==> src/rtl/ecc_seq_pkg.sv <==
// Shared opcodes, width codes, error codes, FSM encoding and width-to-mask helper
// for the ECC operation sequencer.
package ecc_seq_pkg;

    localparam int unsigned OP_W  = 2;
    localparam int unsigned WID_W = 2;
    localparam int unsigned ERR_W = 2;

    typedef logic [OP_W-1:0] opcode_t;

    localparam opcode_t OP_ENC  = 2'b00;
    localparam opcode_t OP_DEC  = 2'b01;
    localparam opcode_t OP_FULL = 2'b10;
    localparam opcode_t OP_RSVD = 2'b11;

    localparam logic [WID_W-1:0] WID_8  = 2'b00;
    localparam logic [WID_W-1:0] WID_16 = 2'b01;

    localparam logic [ERR_W-1:0] ERR_NONE   = 2'd0;
    localparam logic [ERR_W-1:0] ERR_UNCORR = 2'd2;

    typedef enum logic [2:0] {
        S_IDLE,
        S_ENC_GO,
        S_ENC_WAIT,
        S_DEC_GO,
        S_DEC_WAIT,
        S_FINISH
    } state_t;

    // Codes 10 and 11 both select the full 32-bit word.
    function automatic logic [31:0] width_to_mask(input logic [WID_W-1:0] w);
        case (w)
            WID_8:   return 32'h0000_00FF;
            WID_16:  return 32'h0000_FFFF;
            default: return 32'hFFFF_FFFF;
        endcase
    endfunction

endpackage

==> src/rtl/ecc_width_mask.sv <==
// Combinational codeword-width mask generator shared by all masked datapaths.
module ecc_width_mask
    import ecc_seq_pkg::*;
#(
    parameter int unsigned W = 32
) (
    input  logic [WID_W-1:0] width_i,
    output logic [W-1:0]     mask_o
);

    // Narrow widths are zero-extended; full width covers the whole bus.
    always_comb begin
        mask_o = '1;
        if (width_i == WID_8 || width_i == WID_16) begin
            mask_o = W'(width_to_mask(width_i));
        end
    end

endmodule

==> src/rtl/ecc_op_sequencer.sv <==
// Sequences encode / decode / full-channel operations against the ECC engines.
// Optional engine-wait timeout is enabled by defining ECC_SEQ_TIMEOUT_EN.
module ecc_op_sequencer
    import ecc_seq_pkg::*;
#(
`ifdef ECC_SEQ_TIMEOUT_EN
    parameter int unsigned TIMEOUT_CYCLES = 64,
`endif
    parameter int unsigned AMBA_WORD = 32
) (
    input  logic                 clk,
    input  logic                 rst,
    input  logic                 ctrl_wr,
    input  logic [OP_W-1:0]      ctrl,
    input  logic [AMBA_WORD-1:0] data_in,
    input  logic [WID_W-1:0]     codeword_width,
    input  logic [AMBA_WORD-1:0] noise,
    output logic                 enc_start,
    output logic [AMBA_WORD-1:0] enc_data,
    input  logic                 enc_done,
    input  logic [AMBA_WORD-1:0] enc_codeword,
    output logic                 dec_start,
    output logic [AMBA_WORD-1:0] dec_data,
    input  logic                 dec_done,
    input  logic [AMBA_WORD-1:0] dec_data_out,
    input  logic [ERR_W-1:0]     dec_num_err,
    output logic [WID_W-1:0]     width_sel,
    output logic                 busy,
    output logic                 op_done,
    output logic [AMBA_WORD-1:0] data_out,
    output logic [ERR_W-1:0]     num_of_errors,
`ifdef ECC_SEQ_TIMEOUT_EN
    output logic                 timeout,
`endif
    output logic                 overrun
);

    state_t               state_q, state_d;
    opcode_t              op_q, op_d;
    logic [WID_W-1:0]     width_q, width_d;
    logic [AMBA_WORD-1:0] snap_data_q, snap_data_d;
    logic [AMBA_WORD-1:0] snap_noise_q, snap_noise_d;
    logic [AMBA_WORD-1:0] dec_opnd_q, dec_opnd_d;
    logic [AMBA_WORD-1:0] data_out_q, data_out_d;
    logic [ERR_W-1:0]     nerr_q, nerr_d;
    logic                 busy_q, busy_d;
    logic                 op_done_q, op_done_d;
    logic                 enc_start_q, enc_start_d;
    logic                 dec_start_q, dec_start_d;
    logic                 overrun_q, overrun_d;

`ifdef ECC_SEQ_TIMEOUT_EN
    localparam int unsigned TMO_W = $clog2(TIMEOUT_CYCLES + 1);
    logic [TMO_W-1:0] tmo_cnt_q, tmo_cnt_d;
    logic             timeout_q, timeout_d;
`endif

    logic [WID_W-1:0]     mask_sel;
    logic [AMBA_WORD-1:0] mask;

    // In IDLE the live width is used so the launch-cycle snapshot is already masked.
    assign mask_sel = (state_q == S_IDLE) ? codeword_width : width_q;

    ecc_width_mask #(.W(AMBA_WORD)) u_mask (
        .width_i (mask_sel),
        .mask_o  (mask)
    );

    always_ff @(posedge clk or negedge rst) begin
        if (!rst) begin
            state_q      <= S_IDLE;
            op_q         <= OP_ENC;
            width_q      <= '0;
            snap_data_q  <= '0;
            snap_noise_q <= '0;
            dec_opnd_q   <= '0;
            data_out_q   <= '0;
            nerr_q       <= '0;
            busy_q       <= 1'b0;
            op_done_q    <= 1'b0;
            enc_start_q  <= 1'b0;
            dec_start_q  <= 1'b0;
            overrun_q    <= 1'b0;
`ifdef ECC_SEQ_TIMEOUT_EN
            tmo_cnt_q    <= '0;
            timeout_q    <= 1'b0;
`endif
        end else begin
            state_q      <= state_d;
            op_q         <= op_d;
            width_q      <= width_d;
            snap_data_q  <= snap_data_d;
            snap_noise_q <= snap_noise_d;
            dec_opnd_q   <= dec_opnd_d;
            data_out_q   <= data_out_d;
            nerr_q       <= nerr_d;
            busy_q       <= busy_d;
            op_done_q    <= op_done_d;
            enc_start_q  <= enc_start_d;
            dec_start_q  <= dec_start_d;
            overrun_q    <= overrun_d;
`ifdef ECC_SEQ_TIMEOUT_EN
            tmo_cnt_q    <= tmo_cnt_d;
            timeout_q    <= timeout_d;
`endif
        end
    end

    always_comb begin
        state_d      = state_q;
        op_d         = op_q;
        width_d      = width_q;
        snap_data_d  = snap_data_q;
        snap_noise_d = snap_noise_q;
        dec_opnd_d   = dec_opnd_q;
        data_out_d   = data_out_q;
        nerr_d       = nerr_q;
        overrun_d    = overrun_q;
`ifdef ECC_SEQ_TIMEOUT_EN
        timeout_d    = timeout_q;
        tmo_cnt_d    = '0;
`endif

        case (state_q)
            S_IDLE: begin
                if (ctrl_wr) begin
                    if (ctrl != OP_RSVD) begin
                        op_d         = ctrl;
                        width_d      = codeword_width;
                        snap_data_d  = data_in & mask;
                        snap_noise_d = noise;
                        dec_opnd_d   = data_in & mask;
                        overrun_d    = 1'b0;
`ifdef ECC_SEQ_TIMEOUT_EN
                        timeout_d    = 1'b0;
`endif
                        state_d      = (ctrl == OP_DEC) ? S_DEC_GO : S_ENC_GO;
                    end else begin
                        data_out_d = '0;
                        nerr_d     = ERR_UNCORR;
                        state_d    = S_FINISH;
                    end
                end
            end
            S_ENC_GO: state_d = S_ENC_WAIT;
            S_ENC_WAIT: begin
                if (enc_done) begin
                    if (op_q == OP_FULL) begin
                        dec_opnd_d = (enc_codeword ^ snap_noise_q) & mask;
                        state_d    = S_DEC_GO;
                    end else begin
                        data_out_d = enc_codeword & mask;
                        nerr_d     = ERR_NONE;
                        state_d    = S_FINISH;
                    end
                end
`ifdef ECC_SEQ_TIMEOUT_EN
                else if (tmo_cnt_q == TMO_W'(TIMEOUT_CYCLES - 1)) begin
                    data_out_d = '0;
                    nerr_d     = ERR_UNCORR;
                    timeout_d  = 1'b1;
                    state_d    = S_FINISH;
                end
                tmo_cnt_d = tmo_cnt_q + TMO_W'(1);
`endif
            end
            S_DEC_GO: state_d = S_DEC_WAIT;
            S_DEC_WAIT: begin
                if (dec_done) begin
                    data_out_d = dec_data_out & mask;
                    nerr_d     = dec_num_err;
                    state_d    = S_FINISH;
                end
`ifdef ECC_SEQ_TIMEOUT_EN
                else if (tmo_cnt_q == TMO_W'(TIMEOUT_CYCLES - 1)) begin
                    data_out_d = '0;
                    nerr_d     = ERR_UNCORR;
                    timeout_d  = 1'b1;
                    state_d    = S_FINISH;
                end
                tmo_cnt_d = tmo_cnt_q + TMO_W'(1);
`endif
            end
            S_FINISH: state_d = S_IDLE;
            default:  state_d = S_IDLE;
        endcase

        // Any write outside IDLE (including FINISH) is dropped and flagged.
        if (ctrl_wr && state_q != S_IDLE) begin
            overrun_d = 1'b1;
        end

        // Pulses and busy are decoded from the next state so they line up with it.
        enc_start_d = (state_d == S_ENC_GO);
        dec_start_d = (state_d == S_DEC_GO);
        op_done_d   = (state_d == S_FINISH);
        busy_d      = (state_d == S_ENC_GO) || (state_d == S_ENC_WAIT) ||
                      (state_d == S_DEC_GO) || (state_d == S_DEC_WAIT);
    end

    assign enc_start     = enc_start_q;
    assign enc_data      = snap_data_q;
    assign dec_start     = dec_start_q;
    assign dec_data      = dec_opnd_q;
    assign width_sel     = width_q;
    assign busy          = busy_q;
    assign op_done       = op_done_q;
    assign data_out      = data_out_q;
    assign num_of_errors = nerr_q;
    assign overrun       = overrun_q;
`ifdef ECC_SEQ_TIMEOUT_EN
    assign timeout       = timeout_q;
`endif

endmodule

==> config.mk <==
export PLATFORM = sky130hd
export DESIGN_NAME = ecc_op_sequencer
export DESIGN_NICKNAME = d
export VERILOG_FILES = /design/src/rtl/ecc_seq_pkg.sv /design/src/rtl/ecc_width_mask.sv /design/src/rtl/ecc_op_sequencer.sv
export SDC_FILE = /design/constraint.sdc
export NUM_CORES = 1
export LEC_CHECK = 0
export BUFFER_PORTS_ARGS = -buffer_cell sky130_fd_sc_hd__buf_2
export CAP_MARGIN = 0
export CORE_MARGIN = 5
export CORE_UTILIZATION = 40
export CTS_CLUSTER_DIAMETER = 120
export DETAILED_ROUTE_END_ITERATION = 12
export GPL_ROUTABILITY_DRIVEN = 0
export PLACE_DENSITY = 0.65
export REMOVE_ABC_BUFFERS = 1
export SLEW_MARGIN = 0
export SYNTH_ARGS = -nofsm -noshare
export SYNTH_HDL_FRONTEND = slang
export SYNTH_HIERARCHICAL = 1
export SYNTH_SLANG_ARGS = --single-unit
==> constraint.sdc <==
create_clock -name clk -period 4.7 [get_ports clk]
set_clock_uncertainty 0.05 [all_clocks]
set_input_delay 0 -clock clk [delete_from_list [all_inputs] [get_ports clk]]
set_output_delay 0 -clock clk [all_outputs]
set_load 0.02 [all_outputs]
==> key figures <==
Floorplanning
  – Initial Utilization: 41.0%
  – Die Area: 19800 µm²
  – Core ar.: 16600 µm²
  – IO Count: 244
  – Die Ht: 141 µm
  – Row count: 47
  – Die Span X: 141 µm

Yosys
  – Count leader, synth: nand2_1
  – Number of synthesized flops with an enable pin: 0
  – Cells after Synth: 683
  – Syn avg cell area: 9.99 µm²
  – Mapped Area: 6820 µm²
  – Synth unique cells: 37
  – Synth top area cells: dfrtp_1 (52%), nand2_1 (9.2%), o21ai_0 (6.1%)
  – Yosys synthesis warning count: 6
  – Synth area leader: dfrtp_1
  – Seq/Total Area, Yosys: 52.1%
  – Synthesized flop and latch total: 142
  – Top post-synthesis cells by count: nand2_1 (168), dfrtp_1 (142), o21ai_0 (83)
  – Area fraction of the dominant cell type after synthesis: 52.1%
  – Share of flip-flops with an asynchronous set or reset: 100%
  – Main synth FF type: dfrtp_1

Status
  – Status: finished clean

STA
  – Min Hold Slack: 0.0336 ns
  – Relative slew margins: 30.4%
  – Final setup viols: 0
  – Minimum clock period after layout: 2.66 ns
  – Final Max Tran Viols: 0
  – Fin crit share: 56.6%
  – Unrepaired setup endpoints after global routing: false
  – Fmax achieved: 376 MHz
  – Final TNS setup: 0 ns
  – Worst slew pin tran: 1.04 ns
  – Hold Violations, Final: 0

Setup path
  – Reg2reg setup slack: 2.04 ns
  – Startpoint types: flip-flop
  – FF-to-FF path depth: 5
  – WS Path Type: reg -> reg
  – CP arrival: 2.89 ns
  – Worst Path Required: 4.93 ns
  – R2r startpoint: state_q[2]
  – Setup crit start: state_q[2]
  – Max Fanout on Critical Path: 35
  – Reg2reg end: data_out[8]
  – Crit. End Element: flip-flop

Power
  – PD cells: 643 nW/µm²
  – Total chip power: 0.00638 W
  – VDD IR-drop max: 0.474 mV
  – Lkg Pwr: 4.68 nW

Min path
  – Hold path endpoint: data_out[1]
  – Critical hold path startpoint: enc_codeword[1]
  – Hold path cells: 4
  – Worst Hold Class: in -> reg

Drt
  – DR DRC count: 0
  – DR WL/cell: 16.6 µm
  – Vias/cell: 5.00
  – Drt first pass iters: 4
  – Routed WL: 20800 µm
  – DRT iter0 DRCs: 231
  – Routed Antenna Nets: 0
  – DR vias: 6270

Global route
  – Number of global-route vias before repair: 6411
  – First-pass GRT wire length: 33300 µm
  – Largest net degree at the start of global routing: 104
  – Tot GR Track Use: 20.9%
  – Initial antenna violation count: 0
  – Gr ovfl total: 0

Run
  – Max_cap viols: 0

Clocking
  – CTS max path bufs: 2
  – Post-CTS setup buffers: 0
  – Post-CTS Hold Fix Bufs: 136
  – CTS tree: yes
  – Total CTS buffers: 17
  – CTS clk-pin slew, worst paths: 0.06 ns
  – Root buf cell: clkbuf_16
  – Post_cts resized: 0
  – Skew-Pair Late Insertion Delay: 0.42 ns
  – Htree depth: 4
  – Clk sinks: 142

Final layout
  – Layout cells sized above 1: 31.9%
  – Total Nets Final: 1161
  – Area grow syn2layout: 45.6%
  – Fill count: 1416
  – Inserted Diodes: 0

Placed design
  – Port bufs: 243
  – Post-DP HPWL: 12600 µm
[report_power, final]
| group | leakage (nW) | internal [W] | switching, W |
|---|---|---|---|
| clock network | 0.298 | 0.000902 | 0.000534 |
| logic | 2.56 | 0.00108 | 0.00180 |
| registers | 1.83 | 0.00175 | 0.000306 |
| total | 4.68 | 0.00374 | 0.00264 |
[metrics by stage]
step | cells | area, µm² | utilization (%) | setup slack (ns)
6_report | 1255 | 9930 | 59.6 | 2.04
5_1_grt | 1255 | 9930 | 59.6 | 1.84
4_1_cts | 1255 | 9930 | 59.6 | 2.01
3_5_place_dp | 1087 | 7940 | 47.7 | 2.01
3_3_place_gp | 1087 | 7940 | 47.7 | 2.12
2_1_floorplan | 618 | 6370 | - | -4.14
[cell type report]
class,instances,area (µm²),share of cell area [%]
repair buffers,385,2630,26.5
well taps,220,275,2.77
flip-flops and latches,142,3550,35.8
inverters,6,22.5,0.227
clock buffers,18,439,4.42
clock inverters,14,191,1.93
multi-input cells,470,2820,28.4
[how the worst max path moves through the flow]
stage | end | cells after the start
5_1_grt | data_out[8] | 5
3_3_place_gp | data_out[11] | 5
3_5_place_dp | data_out[8] | 5
6_report | data_out[8] | 5
2_1_floorplan | num_of_errors[1] | 4
4_1_cts | data_out[8] | 5
[worst max-delay path: stages, from the launching register on]
cell and delay, ns:
dfrtp_1 0.64, mux2i_1 0.34, nor4_2 0.10, a31oi_4 0.74, buf_4 0.48, o21ai_0 0.17
[flip-flops by register name (all words and copies together), names as in the netlist]
signal         cells
enc_start          1
width_sel          2
state_q            3
enc_data          32
num_of_errors      2
dec_data          32
snap_noise_q      32
op_done            1
busy               1
op_q               2
dec_start          1
data_out          32
overrun            1
[layout by cell type, fill, tap and decap left out, drive strengths merged, types with 3 or more instances in the layout]
cell	instances
buf	249
nand2	169
dfrtp	142
dlygate4sd3	136
o21ai	131
mux2	36
xnor2	33
a22o	32
o211ai	32
clkbuf	18
conb	8
inv	7
clkinv	5
a21oi	4
clkinvlp	4
bufinv	4
or2	3
nor2	3
[metal layers]
metal	share of wire [%]	up-vias	track usage, %
li1	-	3002	-
met1	41	3022	25.6
met2	50	220	36.1
met3	7.0	26	5.89
met4	1.8	0	6.32
met5	0	-	0
[cells by family after synthesis]
kind of cell	after synthesis	share of synthesized area (%)
buffers and inverters	78	7.26
and+or+nand+nor	185	11.4
xor gates and xnor gates	33	4.24
muxes	37	6.09
other	1	0.0550
AOI/OAI and AO/OA	207	18.9
DFF	142	52.1
Note: power is estimated with default switching activity, not from simulation.
